`src/rtl/cand_sampler.sv`:
```
// rtl/cand_sampler.sv - pseudo-random candidate sampler feeding a constraint checker
module cand_sampler #(
  parameter int CAND_W = 307,
  parameter int NW     = (CAND_W + 31) / 32
) (
  input  logic              clk,
  input  logic              rst,
  input  logic              start,
  input  logic [31:0]       seed,
  input  logic [15:0]       max_tries,
  input  logic [7:0]        num_samples,
  output logic [CAND_W-1:0] cand,
  input  logic              chk_ok,
  output logic              out_valid,
  input  logic              out_ready,
  output logic [CAND_W-1:0] out_data,
  output logic              busy,
  output logic              done,
  output logic              timeout,
  output logic [15:0]       tries
);

  localparam int             FCW       = $clog2(NW + 1);
  localparam logic [FCW-1:0] FILL_LAST = FCW'(NW - 1);
  localparam logic [31:0]    LFSR_MASK = 32'h8020_0003;

  typedef enum logic [2:0] {IDLE, FILL, CHECK, EMIT, FIN} state_t;

  state_t         state;
  state_t         state_nxt;
  logic [31:0]    lfsr;
  logic [FCW-1:0] fill_cnt;
  logic [7:0]     acc_cnt;
  logic [7:0]     num_r;
  logic [15:0]    max_r;
  logic [15:0]    tries_inc;
  logic [7:0]     acc_inc;
  logic           hit_limit;

  // tries saturates rather than wrapping so a long unlimited run stays readable
  assign tries_inc = (tries == 16'hFFFF) ? tries : tries + 16'd1;
  assign acc_inc   = acc_cnt + 8'd1;
  assign hit_limit = (max_r != 16'd0) && (tries_inc == max_r);

  assign out_valid = (state == EMIT);
  assign busy      = (state != IDLE);
  assign done      = (state == FIN);

  // State register
  always_ff @(posedge clk) begin
    if (rst) state <= IDLE;
    else     state <= state_nxt;
  end

  // Next-state decode
  always_comb begin
    state_nxt = state;
    case (state)
      IDLE:  if (start) state_nxt = (num_samples == 8'd0) ? FIN : FILL;
      FILL:  if (fill_cnt == FILL_LAST) state_nxt = CHECK;
      CHECK: begin
        if (chk_ok)         state_nxt = EMIT;
        else if (hit_limit) state_nxt = FIN;
        else                state_nxt = FILL;
      end
      EMIT:  if (out_ready) state_nxt = (acc_inc == num_r) ? FIN : FILL;
      FIN:   state_nxt = IDLE;
      default: state_nxt = IDLE;
    endcase
  end

  // Datapath: LFSR, candidate assembly, counters and captured run parameters
  always_ff @(posedge clk) begin
    if (rst) begin
      lfsr     <= 32'h0000_0001;
      cand     <= '0;
      out_data <= '0;
      fill_cnt <= '0;
      acc_cnt  <= 8'd0;
      num_r    <= 8'd0;
      max_r    <= 16'd0;
      tries    <= 16'd0;
      timeout  <= 1'b0;
    end else begin
      case (state)
        IDLE: if (start) begin
          // an all-zero seed would lock the LFSR, so it is nudged to 1
          lfsr     <= (seed == 32'd0) ? 32'h0000_0001 : seed;
          fill_cnt <= '0;
          acc_cnt  <= 8'd0;
          tries    <= 16'd0;
          timeout  <= 1'b0;
          num_r    <= num_samples;
          max_r    <= max_tries;
        end
        FILL: begin
          cand     <= {lfsr, cand[CAND_W-1:32]};
          lfsr     <= (lfsr >> 1) ^ (lfsr[0] ? LFSR_MASK : 32'd0);
          fill_cnt <= (fill_cnt == FILL_LAST) ? '0 : fill_cnt + 1'b1;
        end
        CHECK: begin
          tries <= tries_inc;
          if (chk_ok)         out_data <= cand;
          else if (hit_limit) timeout  <= 1'b1;
        end
        EMIT: if (out_ready) acc_cnt <= acc_inc;
        default: ;
      endcase
    end
  end

endmodule

```
`config.mk`:
```
export PLATFORM = sky130hd
export DESIGN_NAME = cand_sampler
export DESIGN_NICKNAME = d
export VERILOG_FILES = /design/src/rtl/cand_sampler.sv
export SDC_FILE = /design/constraint.sdc
export NUM_CORES = 1
export LEC_CHECK = 0
export ABC_AREA = 1
export CAP_MARGIN = 15
export CORE_AREA = 2 2 271 273
export DETAILED_ROUTE_END_ITERATION = 12
export DIE_AREA = 0 0 273 275
export SLEW_MARGIN = 20
export SYNTH_ARGS = -nofsm -noshare
export SYNTH_HDL_FRONTEND = slang
export SYNTH_SLANG_ARGS = --single-unit
```
`constraint.sdc`:
```
create_clock -name clk -period 2.5 [get_ports clk]
set_input_delay 0.5 -clock clk [delete_from_list [all_inputs] [get_ports clk]]
set_output_delay 0.5 -clock clk [all_outputs]
set_load 0.01 [all_outputs]
```
* Word level (Yosys, flattened, before mapping) *
Index checks and enable logic that the tools add are counted.

word-level totals
  register bits after elaboration = 702
  latch bits = 0
  memory bits (writable) = 0
  bits in read-only memories = 0
  word-level logic and storage cells = 68
  memories kept = 0

cells by class
  add/sub/neg operators = 3
  $mul = 0
  divide/modulo/power cells = 0
  order comparisons = 0
  equal/unequal tests = 13
  shift-type cells = 0
  mux-type cells = 25
  bitwise operators = 1
  reductions and logical operators = 16

operators by type and width
  kind                     count
  $mux W32                 3
  $pmux W32 S2             1
  $logic_not A32 Y1        1
  $mux W16                 2
  $pmux W16 S2             1
  $xor A31 B32 Y32         1
  $mux W3                  7
  $add A16 B1 Y16 const B  1
  $eq A16 B16 Y1           1
  $eq A16 B16 Y1 const B   1
  $mux W8                  2
  $pmux W8 S2              1
  $reduce_bool A16 Y1      1
  $pmux W3 S4              1
  $add A8 B1 Y8 const B    1
  $eq A8 B8 Y1             1
  $logic_not A8 Y1         1
  $mux W4                  2
  $ne A2 B2 Y1 const B     4
  $pmux W4 S2              1
  $reduce_and A2 Y1        4
  $eq A3 B2 Y1 const B     2
  $reduce_and A3 Y1        2
  $reduce_bool A2 Y1       3
  11 further kinds         13

* Depth between registers and ports, before layout *
Gate-level depths: netlist of run 1.

  depth after elaboration = 7
  gate-level depth with buffers = 18
  mapped depth without buffers = 17

* Least setup slack after synthesis of run 1 *
OpenSTA, ideal clock, no wires.

  path kind = register to register
  start = reg tries[0]
  end = reg state[0]
  setup time = 134 ps
  arrival = 1924 ps
  required time = 2366 ps
  path slack = 443 ps
  cell stages (with the launch flop) = 18
  cells stage by stage = dfxtp_1 > ha_1 > nand3_2 > inv_2 > nand2_2 > nor2_4 > inv_2 > buf_6 > nand3_1 > nand2_1 > nor2_1 > nand2_1 > nor2_1 > nand3_1 > nand2_1 > nand2_1 > nand2_1 > a21oi_1

between the ends
  cells in the longest elaborated chain, start to end = 7
  elaborated cells between the ends (all ways) = 8
  those cells by class = add/sub: 1; eq/ne: 2; mux: 4; reduce/logical: 1

ends and longest elaborated chain
  what                                                      RTL line  RTL
  from (decl)                                               20        output logic [15:0] tries
  from (signal assigned)                                    102       tries <= tries_inc;
  $add A16 B1 Y16 / $eq A16 B16 Y1 (equally long branches)  41        assign tries_inc = (tries == 16'hFFFF) ? tries : tries + 16'd1;
  $mux W16 (*)                                              41
  $eq A16 B16 Y1 (*)                                        43        assign hit_limit = (max_r != 16'd0) && (tries_inc == max_r);
  $logic_and A1 B1 Y1 (*)                                   43
  $mux W3 (*)                                               63        else if (hit_limit) state_nxt = FIN;
  $mux W3 (*)                                               62        if (chk_ok) state_nxt = EMIT;
  $pmux W3 S4 (*)                                           58        case (state)
  to (signal assigned)                                      52        else state <= state_nxt;
  to (decl)                                                 29        state_t state;

Every way passes the cells marked *; elsewhere a longest branch is shown, timed or not.
A chain may end at the register's enable or synchronous reset.

* Final worst setup path of run 1 *
  start = reg cand[103]
  end = out cand[103]

RTL lines
  what                    RTL line  RTL
  from (decl)             12        output logic [CAND_W-1:0] cand,
  from (signal assigned)  97        cand <= {lfsr, cand[CAND_W-1:32]};

No word-level cell between the ends.

==> results of run 1 <==
==> flip-flops by register name (all words and copies together) (netlist names) <==
name      cells
lfsr         32
max_r        16
cand        307
out_data    307
timeout       1
fill_cnt      4
num_r         8
tries        16
state         3
acc_cnt       8
==> how the worst max path moves through the flow <==
stage | to | slack (ps) | cells past startpoint
CTS | out_valid | 20 | 5
global route | state[2] | 20 | 13
global placement | state[0] | 180 | 9
finish | cand[103] | 80 | 1
detailed placement | state[0] | 210 | 9
floorplan | state[0] | 440 | 17
==> metrics by stage <==
stage / total power [mW] / hold WS, ps / std cells
finish: 43.24 / 323.3 / 5078
global route: 45.61 / 333.6 / 5077
CTS: 43.59 / 299.6 / 5075
detailed placement: 32.09 / 443.8 / 4937
global placement: 31.98 / 433.9 / 4937
floorplan: 22.85 / 441.6 / 3416
==> report_power, final <==
part           total (mW)  leakage (nW)  switching [mW]  internal, mW
Sequential           17.3          5.72            3.37          13.9
Clock                11.5          1.26            4.79          6.67
Combinational        14.5          7.02            7.79          6.71
Total                43.2          14.0            16.0          27.3
==> cell usage after synthesis, types with 2 or more instances <==
cell	instances	area [um^2]
sky130_fd_sc_hd__a31oi_1	2	12.51
sky130_fd_sc_hd__nor3_1	2	10.01
sky130_fd_sc_hd__nor2_1	1212	4549
sky130_fd_sc_hd__inv_1	127	476.7
sky130_fd_sc_hd__nand3_1	42	210.2
sky130_fd_sc_hd__xnor2_1	3	26.28
sky130_fd_sc_hd__buf_2	21	105.1
sky130_fd_sc_hd__nand2_1	296	1111
sky130_fd_sc_hd__o21bai_1	2	15.01
sky130_fd_sc_hd__o21a_1	2	15.01
sky130_fd_sc_hd__o21ai_0	613	3068
sky130_fd_sc_hd__nor4_1	8	50.05
sky130_fd_sc_hd__o22ai_1	3	18.77
sky130_fd_sc_hd__o211ai_1	25	187.7
sky130_fd_sc_hd__a21oi_1	90	450.4
sky130_fd_sc_hd__xor2_1	10	87.58
sky130_fd_sc_hd__nand2_2	2	12.51
sky130_fd_sc_hd__clkbuf_1	189	709.4
sky130_fd_sc_hd__dfxtp_1	702	14050
sky130_fd_sc_hd__nor2_2	2	12.51
sky130_fd_sc_hd__nor2_4	2	22.52
sky130_fd_sc_hd__nand3_2	3	30.03
sky130_fd_sc_hd__or2_2	3	18.77
sky130_fd_sc_hd__ha_1	4	50.05
sky130_fd_sc_hd__buf_1	16	60.06
sky130_fd_sc_hd__nand4_1	21	131.4
sky130_fd_sc_hd__inv_2	4	15.01
==> placed cells by master (no fill, tap or decap), types with 4 or more instances in the layout <==
| cell type | Yosys | routed |
|---|---|---|
| sky130_fd_sc_hd__nand2_1 | 296 | 293 |
| sky130_fd_sc_hd__ha_1 | 4 | 4 |
| sky130_fd_sc_hd__nand4_1 | 21 | 21 |
| sky130_fd_sc_hd__clkbuf_16 | 0 | 78 |
| sky130_fd_sc_hd__nor4_1 | 8 | 8 |
| sky130_fd_sc_hd__clkdlybuf4s50_1 | 0 | 692 |
| sky130_fd_sc_hd__buf_4 | 1 | 71 |
| sky130_fd_sc_hd__a21oi_1 | 90 | 90 |
| sky130_fd_sc_hd__o21ai_0 | 613 | 613 |
| sky130_fd_sc_hd__clkbuf_1 | 189 | 18 |
| sky130_fd_sc_hd__dfxtp_1 | 702 | 701 |
| sky130_fd_sc_hd__buf_12 | 0 | 25 |
| sky130_fd_sc_hd__nor2_1 | 1212 | 1211 |
| sky130_fd_sc_hd__xor2_1 | 10 | 10 |
| sky130_fd_sc_hd__nand3_1 | 42 | 42 |
| sky130_fd_sc_hd__o211ai_1 | 25 | 25 |
| sky130_fd_sc_hd__clkinv_2 | 0 | 11 |
| sky130_fd_sc_hd__inv_1 | 127 | 125 |
| sky130_fd_sc_hd__clkbuf_8 | 0 | 19 |
==> logic make-up (layout without fill, tap and decap cells) <==
family	after synthesis	in the layout	synth area share, %
other cells	0	3	0
fa+ha+maj	4	4	0.1956
buf+inv	360	1060	5.428
xor+xnor	13	13	0.4450
compound gates	741	741	14.84
flops	702	702	54.92
simple gates	1596	1596	24.17
==> routing by layer <==
| metal | up-vias | global-route usage [%] |
|---|---|---|
| li1 | 12240 | - |
| met1 | 11360 | 31.81 |
| met2 | 839 | 41.95 |
| met3 | 176 | 5.525 |
| met4 | 6 | 9.965 |
| met5 | - | 0 |
==> layout make-up <==
type / count / area, um^2 / share of cell area [%]
inverters: 132 / 520.5 / 1.427
repair buffers: 790 / 7978 / 21.87
clock buffers: 115 / 2281 / 6.254
well taps: 959 / 1200 / 3.290
multi-input cells: 2354 / 10160 / 27.87
diodes: 3 / 7.507 / 0.02058
clock inverters: 23 / 267.8 / 0.7341
flip-flops and latches: 702 / 14050 / 38.53
==> what timing repair did <==
action | CTS | global route
setup endpoints to repair | 1 | 4
gates cloned | 0 | 0
gates resized for setup | 1 | 3
setup buffers | 0 | 0
==> results by group, run 1 <==
Status
  • Status: finished, final reports clean

Clock network
  • Maximum root-to-sink buffer count: 3
  • CTS Root Cell: sky130_fd_sc_hd__clkbuf_16
  • H-tree levels: 3
  • Number of clock buffers inserted by TritonCTS: 78
  • Hold bufs inserted after CTS: 0
  • Clk_lat worst skew: 620 ps
  • Number of sinks driven by the clock tree: 702
  • CTS tree: built
  • Clock edge transition at the registers on the reported setup and hold paths: 60 ps

Route
  • Per-cell via count in the routed design: 4.848
  • Routed length on met2: 46690 um
  • Wirelength per Cell: 19.57 um
  • Router iterations before antenna repair: 5
  • M1 WL: 42280 um
  • Top Layer Used: met5
  • Via total after detailed routing: 24620
  • Routed length on met3: 6914 um
  • Number of remaining DRC errors: 0
  • Remaining number of nets flagged by the antenna check after routing: 0
  • Routed WL: 99400 um
  • Violation count after the first detailed-routing iteration: 1863

Setup path
  • WP data arrival: 1920 ps
  • Peak fanout along the critical path: 4
  • Maximum single-stage delay on the critical path: 660 ps
  • Critical path buffers and inverters: 1
  • Cell family with most CP delay: flip-flops
  • Critical path required time: 2000 ps
  • Reg-to-reg startpoint: tries[1]
  • Critical register-to-register path endpoint: state[2]
  • Worst setup slack for register-to-register paths: 270 ps
  • Crit-path cells: clkdlybuf4s50_1
  • CP endpoint kind: output port
  • Highest-delay cell along the critical path: sky130_fd_sc_hd__dfxtp_1
  • Worst setup startpoint: cand[103]
  • Startpoint types: flip-flop
  • CP Class: reg -> out
  • Depth of the worst register-to-register path: 13

Timing
  • Shortest clock period the worst path allows after layout: 2420 ps
  • Setup repair after global routing missed its margin: no
  • Final hold violations: 0
  • Setup clock skew after layout: 24.35 ps
  • Slew at the pin closest to its max-slew limit: 795.5 ps
  • Final setup violation count: 0
  • Maximum frequency from static timing analysis: 0.4132 GHz
  • Slew Limit Headroom: 46.97%
  • Final worst-path setup slack: 80.02 ps
  • Fin. max-slew vios: 0
  • Portion of the clock cycle consumed by the worst path in the final layout: 96.80%
  • Sum Neg Setup Slack: 0 ps

Power
  • Static leakage power: 14.00 nW
  • Pwr per Cell Area: 1186 nW/um^2
  • Worst vdd ir: 0.0005615 V

Floorplan
  • Floorplan Core Area: 72340 um^2
  • Num rows: 99
  • Starting density of the core: 35.37%
  • Die Area: 75080 um^2
  • Count of pins on the block boundary: 695
  • Horiz. Die Dim: 273 um
  • Die H: 275 um

Cells and area
  • Layout Nets: 4123
  • Total of fill cells in the finished design: 7118
  • Share of the core filled with cells: 50.42%
  • Growth of design area from synthesis to finish: 42.55%
  • Area of all placed cells without fillers: 36470 um^2
  • Proportion of layout cells with a drive suffix above 1: 5.855%

Worst hold path
  • Hold-critical path endpoint: out_data[276]
  • Hold Crit Class: in -> reg
  • Min-Delay Path Depth: 4
  • Hold path startpoint: rst

Synth
  • Post-synthesis net count: 3481
  • Synth cell types: 37
  • Number of synthesized flops with an enable pin: 0
  • Primary flip-flop cell chosen by synthesis mapping: sky130_fd_sc_hd__dfxtp_1
  • Area of the mapped netlist: 25590 um^2
  • Yosys warnings: 0
  • Synth async-reset ratio: 0%
  • Average cell area after synthesis: 7.490 um^2
  • Post-synthesis sequential area ratio: 54.92%
  • Synthesized instance count: 3416
  • Seq cells post-synth: 702

GRT
  • Total GRT Usage: 25.21%
  • Pin count of the biggest net entering global routing: 130
  • Initial antenna violation count: 6
  • Wire length of the first global-routing pass: 144500 um
  • Via count of the first global-routing pass: 22490
  • Overflow left after global routing: 0

Placement
  • Port buffer count: 694
  • Worst setup slack after placement: 206.5 ps
  • Instance area after placement: 33910 um^2
  • Gp weighted congestion: 0.8988
  • Hpwl dp: 71570 um

Flow run
  • Number of max-cap violations: 0
Note: power is estimated with default switching activity, not from simulation.
==> run 2: changes to the inputs <==
--- a/config.mk
+++ b/config.mk
@@ -6,7 +6,6 @@
 export NUM_CORES = 1
 export LEC_CHECK = 0
 export ABC_AREA = 1
-export CAP_MARGIN = 15
 export CORE_AREA = 2 2 271 273
 export DETAILED_ROUTE_END_ITERATION = 12
 export DIE_AREA = 0 0 273 275
==> results of run 2 <==
Same layout as run 1: the final DEF is identical, and so are final timing and power.
